## config.mk

```make
export PLATFORM = sky130hd
export DESIGN_NAME = d_latch_write_sequencer
export DESIGN_NICKNAME = d
export VERILOG_FILES = /design/src/rtl/d_latch_write_sequencer.sv
export SDC_FILE = /design/constraint.sdc
export NUM_CORES = 1
export LEC_CHECK = 0
export ABC_AREA = 1
export CORE_ASPECT_RATIO = 1.1
export CORE_MARGIN = 4
export CORE_UTILIZATION = 45
export CTS_BUF_LIST = sky130_fd_sc_hd__clkbuf_16
export DETAILED_ROUTE_END_ITERATION = 8
export DONT_BUFFER_PORTS = 1
export SLEW_MARGIN = 40
export SYNTH_ARGS = -nofsm -noshare
export SYNTH_HDL_FRONTEND = slang
export SYNTH_SLANG_ARGS = --single-unit
```

## constraint.sdc

```tcl
create_clock -name clk -period 1.6 [get_ports clk]
set_clock_uncertainty 0.2 [all_clocks]
set_input_delay 0.32 -clock clk [delete_from_list [all_inputs] [get_ports clk]]
set_output_delay 0.32 -clock clk [all_outputs]
set_load 0.02 [all_outputs]
```

## src/rtl/d_latch_write_sequencer.sv

```systemverilog
// d_latch_write_sequencer: valid/ready write controller producing a registered setup/enable/hold sequence for a D latch
module d_latch_write_sequencer #(
  parameter int WIDTH     = 1,
  parameter int SETUP_CYC = 1,
  parameter int PULSE_CYC = 2,
  parameter int HOLD_CYC  = 1
) (
  input  logic             clk,
  input  logic             rst_n,
  input  logic             wr_valid,
  output logic             wr_ready,
  input  logic [WIDTH-1:0] wr_data,
  output logic [WIDTH-1:0] d_out,
  output logic             en_out,
  output logic             done
);
  typedef enum logic [1:0] {IDLE, SETUP, OPEN, HOLD} state_t;
  localparam logic [7:0] S_LD = 8'(SETUP_CYC - 1);
  localparam logic [7:0] P_LD = 8'(PULSE_CYC - 1);
  localparam logic [7:0] H_LD = 8'(HOLD_CYC - 1);
  state_t     state;
  logic [7:0] cnt;
  assign wr_ready = state == IDLE;
  // d_out moves only on accept and en_out only on SETUP->OPEN / OPEN->HOLD, so they never switch on the same edge
  always_ff @(posedge clk or negedge rst_n)
    if (!rst_n) begin
      state  <= IDLE;
      cnt    <= '0;
      d_out  <= '0;
      en_out <= 1'b0;
      done   <= 1'b0;
    end else begin
      done <= 1'b0;
      case (state)
        IDLE:
          if (wr_valid) begin
            d_out <= wr_data;
            cnt   <= S_LD;
            state <= SETUP;
          end
        SETUP:
          if (cnt == 8'd0) begin
            state  <= OPEN;
            cnt    <= P_LD;
            en_out <= 1'b1;
          end else cnt <= cnt - 8'd1;
        OPEN:
          if (cnt == 8'd0) begin
            state  <= HOLD;
            cnt    <= H_LD;
            en_out <= 1'b0;
          end else cnt <= cnt - 8'd1;
        HOLD:
          if (cnt == 8'd0) begin
            state <= IDLE;
            done  <= 1'b1;
          end else cnt <= cnt - 8'd1;
        default: state <= IDLE;
      endcase
    end
endmodule

```

==> qor.yml <==
die_area_um2: 2570
worstPathRequired_ns: 1.53
max_slew_margin_pct: 60.2
multi_input_area_um2: 470
clkLatencyLatePin_ns: 0.24
clk_path_buf_depth: 2
coreArea_um2: 1650
clk_pin_slew_ns: 0.04
path_delay_family: "simple AND/OR/NAND/NOR gates"
rsz0062_at_grt: "true"
synth.distinct_cells: 20
place.gp.congestion: 0.809
cp_slowest_cell: "dfrtp_1"
synth.mux.area_fraction_pct: 0
drc: 0
hold_path.class: "input port to register"
outcome: "finished, violations left"
clock.fmax_ghz: 0.603
path_cells: "inv_1 > ha_2 > nand2_2 > nor2_4 > buf_4 > nor2_2 > inv_2 > nand2_4 > nand2_2 > nor2_2"
timing.rr.end: "cnt[3]$_DFFE_PN0P_"
slew_violations: 0
wire_per_inst_um: 13.3
synth_cells: 107
grt_pass1_wl_um: 3190
period_share_pct: 104
h-tree-depth: 1
seqCellArea_um2: 325
synth_area_um2: 818
criticalPathCategory: "register to register"
worst_pin_slew_ns: 0.595
grt_max_degree: 14
reg2reg_depth: 10
stdcell_area_um2: 1090
power_density_nw_per_um2: 740
synth-seq-cells: 13
cts-buffers-inserted: 3
syn-num-nets: 117
final_cells: 142
firstDrtPassIters: 4
postRouteAntennaNets: 0
port_buffers: 0
critPathBufInv: 3
cp_max_fo: 5
start_util_pct: 49.5
placedCellCount: 132
synthSimpleGateAreaFrac_pct: 32.4
end_kind: "register"
die_x_um: 48.7
worstHoldStart: "wr_valid"
nNetsFinal: 136
syn_avg_cell_area_um2: 7.65
holdWs_ns: -0.00751
max_cap_viol_count: 0
root_buffer: "clkbuf_16"
clock-sinks: 13
ys_warn_count: 0
layout-drive-gt1-share_pct: 37.6
finalCoreUtilization_pct: 66.0
synthXorXnorAreaFrac_pct: 0
worstSetupStartpointType: "register"
synth-compound-area-share_pct: 8.10
area_growth_pct: 33.2
drtIter0Drc: 12
final_common_cell: "nand2_1"
io_pins: 8
synth_fa_ha_area_share_pct: 9.17
vias: 736
viasPerCell: 5.18
nFillCells: 128
antenna_cells: 0
slowest_delay_ns: 0.39
hold_depth: 1
layout_setup_ws_ns: -0.0571
grt_pass1_vias: 708
layout_common_cells: "nand2_1, inv_1, dfrtp_1, buf_4, nor2_1"
chipHeight_um: 52.7
placed_area_um2: 916
peakVddDrop_mv: 0.639
rows: 15
power.total_w: 0.000806
fin_crit_ns: 1.66
place_hpwl_um: 1300
antenna_found_initial: 0
failed_checks: "negative hold slack, negative setup slack"
finalSetupViolCount: 7
routed_wl_um: 1880
worstHoldEndpoint: "d_out$_DFFE_PN0P_"
leakagePower_nw: 0.563
reg2reg_from: "cnt[0]$_DFFE_PN0P_"
cts_tree: "built"
fin_setup_tns_ns: -0.355
reg2reg_slack_ns: -0.06
synth_top_family_by_area: "simple AND/OR/NAND/NOR gates"
critPathArrivalTime_ns: 1.59
hold_viol: 1
grt_overflow: 0
grt_use_total_pct: 16.7
yosysSeqAreaShare_pct: 39.8
sequential cells by signal (all words and copies together), names as in the netlist:
| name | cells |
|---|---|
| cnt | 8 |
| en_out | 1 |
| d_out | 1 |
| done | 1 |
| state | 2 |
synth_stat cells:
| master | n | area (µm²) |
|---|---|---|
| a21boi_4 | 1 | 18.8 |
| a21oi_1 | 2 | 10.0 |
| a31oi_1 | 1 | 6.26 |
| buf_6 | 1 | 11.3 |
| dfrtp_1 | 13 | 325 |
| ha_1 | 6 | 75.1 |
| inv_1 | 19 | 71.3 |
| inv_2 | 1 | 3.75 |
| nand2_1 | 24 | 90.1 |
| nand2_4 | 1 | 11.3 |
| nand3_1 | 7 | 35.0 |
| nand4_1 | 3 | 18.8 |
| nor2_1 | 15 | 56.3 |
| nor2_2 | 5 | 31.3 |
| nor2_4 | 1 | 11.3 |
| nor3_1 | 1 | 5.00 |
| o211ai_1 | 1 | 7.51 |
| o21ai_0 | 1 | 5.00 |
| o22ai_1 | 3 | 18.8 |
| or2_1 | 1 | 6.26 |
logic make-up (layout without fill, tap and decap cells):
kind of cell / after synthesis / after routing
compound gates: 9 / 9
fa+ha+maj: 6 / 6
buf+inv: 21 / 39
flops: 13 / 13
simple gates: 58 / 58
metal layers:
metal | up-vias | part of all wire [%] | track usage (%)
met5 | - | 0 | 0
met1 | 342 | 44 | 19.3
met3 | 4 | 3.8 | 2.85
met4 | 0 | 2.3 | 10.8
li1 | 373 | - | -
met2 | 17 | 50 | 28.5
area by class of cell:
cell class	count	area share [%]
Tap cell	17	1.95
Timing Repair Buffer	15	10.9
Sequential cell	13	29.9
Clock buffer	3	6.89
Inverter	20	6.89
Clock inverter	1	0.344
Multi-Input combinational cell	73	43.2
what timing repair did:
item                                    in CTS  in global routing
endpoints found under the hold margin       14                  0
setup buffers                                0                  5
gates resized for setup                      5                 13
pin swaps                                    2                 12
endpoints found under the setup margin      10                 12
hold buffers                                 1                  0
cloned                                       0                  0
metrics by stage:
step                hold slack, ns  worst slack [ns]
global route               0.00472            -0.151
global placement            -0.175           -0.0455
detailed placement          -0.175            -0.123
CTS                        -0.0102           -0.0310
finish                    -0.00751           -0.0571
floorplan                   -0.176           -0.0771
report_power, final:
| group | leakage (nW) | internal, W | switching, W |
|---|---|---|---|
| logic | 0.369 | 0.00000191 | 0.00000670 |
| clock network | 0.0423 | 0.000330 | 0.000138 |
| registers | 0.151 | 0.000330 | 0 |
| total | 0.563 | 0.000661 | 0.000145 |
how the worst max path moves through the flow:
stage / to / startpoint / slack (ns) / cells after the start
floorplan: cnt[2]$_DFFE_PN0P_ / state[1]$_DFFE_PN0P_ / -0.08 / 10
global placement: cnt[2]$_DFFE_PN0P_ / state[0]$_DFFE_PN0P_ / -0.05 / 8
detailed placement: cnt[2]$_DFFE_PN0P_ / state[0]$_DFFE_PN0P_ / -0.12 / 9
CTS: cnt[2]$_DFFE_PN0P_ / state[0]$_DFFE_PN0P_ / -0.03 / 9
global route: cnt[0]$_DFFE_PN0P_ / state[0]$_DFFE_PN0P_ / -0.15 / 9
finish: cnt[3]$_DFFE_PN0P_ / cnt[0]$_DFFE_PN0P_ / -0.06 / 10
No activity file was read; power rests on OpenSTA's default activity.
